## config.mk

```make
export PLATFORM = sky130hd
export DESIGN_NAME = seg7_scan_controller
export DESIGN_NICKNAME = d
export VERILOG_FILES = /design/src/rtl/seg7_scan_controller.sv
export SDC_FILE = /design/constraint.sdc
export NUM_CORES = 1
export LEC_CHECK = 0
export CAP_MARGIN = 5
export CORE_UTILIZATION = 40
export CTS_BUF_LIST = sky130_fd_sc_hd__clkbuf_4
export DETAILED_ROUTE_END_ITERATION = 8
export SLEW_MARGIN = 5
export SYNTH_ARGS = -nofsm -noshare
export SYNTH_HDL_FRONTEND = slang
export SYNTH_SLANG_ARGS = --single-unit
```

## constraint.sdc

```tcl
create_clock -name CLK100MHZ -period 4.4 [get_ports CLK100MHZ]
set_input_delay 0.44 -clock CLK100MHZ [delete_from_list [all_inputs] [get_ports CLK100MHZ]]
set_output_delay 0.44 -clock CLK100MHZ [all_outputs]
set_load 0.01 [all_outputs]
```

## src/rtl/seg7_scan_controller.sv

```systemverilog
// Time-multiplexed scan controller for an 8-digit common-anode 7-segment display.
// Frame-synchronous shadow registers keep display updates tear-free.
module seg7_scan_controller #(
  parameter int unsigned NUM_DIGITS  = 8,
  parameter int unsigned DIGIT_TICKS = 100000,
  parameter int unsigned GUARD_TICKS = 1000
) (
  input  logic        CLK100MHZ,
  input  logic        CPU_RESETN,
  input  logic [31:0] value_in,
  input  logic [7:0]  dp_in,
  input  logic [7:0]  en_mask,
  input  logic        lz_blank,
  input  logic        load,
  output logic        load_ack,
  output logic        frame_start,
  output logic [7:0]  AN,
  output logic [6:0]  sseg,
  output logic        DP
);

  localparam int unsigned PRESC_W = (DIGIT_TICKS > 1) ? $clog2(DIGIT_TICKS) : 1;
  localparam int unsigned IDX_W   = 3;
  localparam int unsigned MAX_DIG = 8;

  localparam logic [PRESC_W-1:0] PRESC_LAST = PRESC_W'(DIGIT_TICKS - 1);
  localparam logic [PRESC_W-1:0] GUARD_END  = PRESC_W'(GUARD_TICKS);
  localparam logic [IDX_W-1:0]   IDX_LAST   = IDX_W'(NUM_DIGITS - 1);

  // Elaboration-time parameter sanity
  if (NUM_DIGITS < 1 || NUM_DIGITS > MAX_DIG) begin : g_bad_digits
    $error("seg7_scan_controller: NUM_DIGITS must be 1..8");
  end
  if (GUARD_TICKS >= DIGIT_TICKS) begin : g_bad_guard
    $error("seg7_scan_controller: GUARD_TICKS must be < DIGIT_TICKS");
  end

  // Hex nibble to active-low {g,f,e,d,c,b,a}
  function automatic logic [6:0] enc(input logic [3:0] nib);
    logic [6:0] seg;
    seg = 7'h7F;
    case (nib)
      4'h0: seg = 7'b1000000;
      4'h1: seg = 7'b1111001;
      4'h2: seg = 7'b0100100;
      4'h3: seg = 7'b0110000;
      4'h4: seg = 7'b0011001;
      4'h5: seg = 7'b0010010;
      4'h6: seg = 7'b0000010;
      4'h7: seg = 7'b1111000;
      4'h8: seg = 7'b0000000;
      4'h9: seg = 7'b0010000;
      4'hA: seg = 7'b0001000;
      4'hB: seg = 7'b0000011;
      4'hC: seg = 7'b1000110;
      4'hD: seg = 7'b0100001;
      4'hE: seg = 7'b0000110;
      4'hF: seg = 7'b0001110;
      default: seg = 7'h7F;
    endcase
    return seg;
  endfunction

  // Reset is asserted asynchronously and released synchronously
  logic [1:0] rst_sync;
  logic       rst_n;

  always_ff @(posedge CLK100MHZ or negedge CPU_RESETN) begin
    if (!CPU_RESETN) begin
      rst_sync <= 2'b00;
    end else begin
      rst_sync <= {rst_sync[0], 1'b1};
    end
  end

  assign rst_n = rst_sync[1];

  logic [PRESC_W-1:0] presc, presc_d;
  logic [IDX_W-1:0]   idx, idx_d;
  logic [31:0]        value_sh, value_sh_d;
  logic [7:0]         dp_sh, dp_sh_d;
  logic [7:0]         en_sh, en_sh_d;
  logic               pending, pending_d;
  logic               load_ack_d, frame_start_d;
  logic [7:0]         an_d;
  logic [6:0]         sseg_d;
  logic               dp_d;

  logic               slot_wrap_c;
  logic               frame_wrap_c;
  logic               capture_c;
  logic               guard_c;
  logic               visible_c;
  logic [3:0]         nib_c;
  logic [MAX_DIG-1:0] upper_zero_c;
  logic               zero_acc;

  assign slot_wrap_c  = (presc == PRESC_LAST);
  assign frame_wrap_c = slot_wrap_c && (idx == IDX_LAST);
  assign capture_c    = frame_wrap_c && (pending || load);
  assign guard_c      = (presc < GUARD_END);
  assign nib_c        = value_sh[{idx, 2'b00} +: 4];

  // upper_zero_c[k]: every shadow nibble from k up to the top digit is zero
  always_comb begin
    upper_zero_c = '1;
    zero_acc     = 1'b1;
    for (int k = int'(MAX_DIG) - 1; k >= 0; k--) begin
      if (k < int'(NUM_DIGITS)) begin
        zero_acc = zero_acc & (value_sh[4*k +: 4] == 4'h0);
      end
      upper_zero_c[k] = zero_acc;
    end
  end

  // Digit 0 is never zero-suppressed so a zero value still shows "0"
  assign visible_c = en_sh[idx] && !(lz_blank && (idx != '0) && upper_zero_c[idx]);

  // Next-state: scan counters, load handshake, shadow capture, slot outputs
  always_comb begin
    presc_d       = presc + PRESC_W'(1);
    idx_d         = idx;
    value_sh_d    = value_sh;
    dp_sh_d       = dp_sh;
    en_sh_d       = en_sh;
    pending_d     = pending || load;
    load_ack_d    = 1'b0;
    frame_start_d = frame_wrap_c;
    an_d          = 8'hFF;
    sseg_d        = 7'h7F;
    dp_d          = 1'b1;

    if (slot_wrap_c) begin
      presc_d = '0;
      idx_d   = frame_wrap_c ? '0 : idx + IDX_W'(1);
    end

    if (capture_c) begin
      value_sh_d = value_in;
      dp_sh_d    = dp_in;
      en_sh_d    = en_mask;
      pending_d  = 1'b0;
      load_ack_d = 1'b1;
    end

    if (!guard_c && visible_c) begin
      an_d   = ~(8'b1 << idx);
      sseg_d = enc(nib_c);
      dp_d   = ~dp_sh[idx];
    end
  end

  always_ff @(posedge CLK100MHZ or negedge rst_n) begin
    if (!rst_n) begin
      presc       <= '0;
      idx         <= '0;
      value_sh    <= '0;
      dp_sh       <= '0;
      en_sh       <= '0;
      pending     <= 1'b0;
      load_ack    <= 1'b0;
      frame_start <= 1'b0;
      AN          <= 8'hFF;
      sseg        <= 7'h7F;
      DP          <= 1'b1;
    end else begin
      presc       <= presc_d;
      idx         <= idx_d;
      value_sh    <= value_sh_d;
      dp_sh       <= dp_sh_d;
      en_sh       <= en_sh_d;
      pending     <= pending_d;
      load_ack    <= load_ack_d;
      frame_start <= frame_start_d;
      AN          <= an_d;
      sseg        <= sseg_d;
      DP          <= dp_d;
    end
  end

endmodule
```

==> metrics.yaml <==
detailed_place_hpwl_microns: 6070
ir_drop_mv: 0.151
synth.yosys.warnings: 0
overflow: 0
port_buffers: 69
rsz0062_at_grt: "false"
area_delta_synth_final_pct: 22.6
critPathMaxStageDelay_ns: 0.56
die_w_microns: 105
path_clk_slew_ns: 0.14
crit_path_frequent_cell: "buf_4"
place_congestion: 0.786
period_needed_ns: 2.90
nFillCells: 966
async_reset_ff_share_pct: 100
p_leak_nw: 2.35
ant_nets: 0
ctsHoldBuffers: 0
synth_top_family_by_area: "multiplexers"
cap_violations: 0
worst_pin_slew_ns: 1.09
final_util_pct: 50.3
cp.required_ns: 4.72
synth_seq_area_share_pct: 53.3
crit_slowest_cell: "or4_4"
cp_max_fo: 20
coreArea_sq_um: 10300
route.vias.total: 2722
setup_violations: 0
post_drt_wl_per_cell_microns: 15.8
synth.distinct_cells: 44
cts_buffers: 9
ys_seq_elements: 89
die-area_sq_um: 11000
p_sw_uw: 302
antenna_found_initial: 1
grt_max_degree: 88
nNetsFinal: 457
synthMuxAreaShare_pct: 22.3
synth_top_area_cell: "dfrtp_1"
grt_pass1_wl_microns: 14400
startpoint: "presc[13]"
p_sw_share_pct: 22.4
grt_pass1_vias: 2798
p_int_mw: 1.04
relSlewSlack_pct: 27.4
syn-cell-area_sq_um: 4220
clock_skew_ns: 0.0202
endpoint_kind: "flip-flop"
syn-num-nets: 385
clock.fmax_mhz: 344
pwr-share-clk_pct: 34.5
yosysTopAreaCellShare_pct: 43.3
synth_area_leaders: "dfrtp_1, dfstp_2, mux2_2"
maxSlewViolCount: 0
drt_wl_total_microns: 8420
finalPower_mw: 1.35
max-clock-path-buffers: 2
placed_area_sq_um: 5030
fin_setup_tns_ns: 0
min_path_type: "in2async"
synth_edf_count: 0
syn_inst: 320
drc: 0
worst_ep_arrival_time_ns: 3.22
synthFlopType: "dfrtp_1"
drive_above_1_share_pct: 24.2
viasPerCell: 5.10
outcome: "finished, final reports clean"
io_pins: 70
synthSimpleGateAreaFrac_pct: 10.7
r2r-start: "presc[13]"
rows: 37
initial_core_util_pct: 41.0
final-hold-violation-count: 0
p_comb_share_pct: 3.5
crit_type: "reg2reg"
finalInstanceArea_sq_um: 5170
synthAdderAreaFrac_pct: 3.86
die_h_microns: 105
seqPwrFrac_pct: 62.0
root_buffer: "clkbuf_4"
clock-sinks: 89
synth_compound_gate_area_share_pct: 3.50
insertion_delay_ns: 0.44
finalCritPeriodShare_pct: 66.0
synthXorXnorAreaFrac_pct: 3.12
worstPathCellList: "or4_4 > nor4_4 > buf_4 > and3b_2 > buf_4 > mux2_2"
hold_ws_ns: 0.142
firstDrtPassIters: 4
htreeDepth: 3
start_kind: "flip-flop"
power.density_nw_per_um2: 260
avgSynthCellArea_sq_um: 13.2
cts_setup_buffers: 0
cts-resized-gates: 0
cts_tree: "built"
first_iter_violations: 113
grtUsageTotal_pct: 16.8
## per-layer routing
metal / wire length [microns] / global-route usage [%]
met1: 4120 / 23.7
met2: 3840 / 25.7
met3: 314 / 2.74
met4: 140 / 6.94
met5: 0 / 0
## critical path: cells and delay by family, from the launching register on
family,cells,cell delay [ns]
AND/OR/NAND/NOR,3,1.37
multiplexers,1,0.36
buffers and inverters,2,0.59
flip-flops,1,0.45
## cells in the mapped netlist (2+ instances only)
master and number:
dfrtp_1 73, mux2_4 10, o21ai_0 10, or2_2 2
or4_1 2, nor3_1 4, mux4_2 12, xnor2_1 9
mux2_1 10, and3_1 3, mux2_2 30, buf_4 2
inv_1 9, a21oi_1 2, nand3b_1 2, nand4_1 2
nor4_1 8, mux2i_1 7, clkbuf_1 4, ha_1 13
nand2_1 16, nand3_1 18, nor2_1 23, o211ai_1 6
dfstp_2 16, xor2_1 6, buf_2 4
## kinds of logic after synthesis
kind of cell               Yosys count
adders and majority gates           13
DFF                                 89
buffers and inverters               23
xor gates and xnor gates            15
AOI/OAI and AO/OA                   23
other                                1
and+or+nand+nor                     87
muxes                               69
## cell usage in the layout, fill, tap and decap left out, drive strengths merged, types with 4 or more instances in the layout
cell            n
xnor2           9
xor2            6
ha             13
nand2          16
nor4            9
mux4           12
o211ai          6
dfstp          16
mux2           50
mux2i           7
dfrtp          73
o21ai          10
buf             6
clkbuf         11
nor2           23
nor3            4
clkdlybuf4s50  69
nand3          18
inv             9
## through the flow
stage | worst slack, ns | std cells
finish | 1.50 | 534
floorplan | 1.77 | 320
global placement | 1.56 | 517
global route | 1.25 | 534
detailed placement | 1.52 | 517
CTS | 1.48 | 533
## sequential cells by signal (all words and copies together) (netlist names), 2 cells and up
register	cells
value_sh	32
dp_sh	8
rst_sync	2
en_sh	8
presc	17
sseg	7
AN	8
idx	3
## power by group through the flow
stage / clock network (mW) / registers [mW] / logic (mW)
global route: 0.510 / 0.838 / 0.0506
global placement: 0 / 0.850 / 0.0485
detailed placement: 0 / 0.851 / 0.0485
floorplan: 0 / 0.846 / 0.000918
finish: 0.464 / 0.835 / 0.0478
CTS: 0.476 / 0.836 / 0.0486
## final cells by class
cell class / count / area [sq um] / area share [%]
Antenna cell: 1 / 2.50 / 0.0484
Clock buffer: 11 / 82.6 / 1.60
Clock inverter: 5 / 57.6 / 1.11
Inverter: 9 / 33.8 / 0.653
Multi-Input combinational cell: 208 / 1840 / 35.5
Sequential cell: 89 / 2250 / 43.5
Tap cell: 136 / 170 / 3.29
Timing Repair Buffer: 75 / 736 / 14.2
## path summary, 6_finish.rpt
| check | cells after the start | slack, ns | endpoint |
|---|---|---|---|
| worst max-delay path | 6 | 1.50 | dp_sh[7] |
| worst min-delay path | 1 | 0.14 | rst_sync[1] |
| worst max register to register | 6 | 1.50 | dp_sh[7] |
| worst min register to register | 0 | 0.37 | rst_sync[1] |
| max in group asynchronous | 0 | 3.16 | value_sh[18] |
| min in group CLK100MHZ | 0 | 0.37 | rst_sync[1] |
No activity file was read; power rests on OpenSTA's default activity.
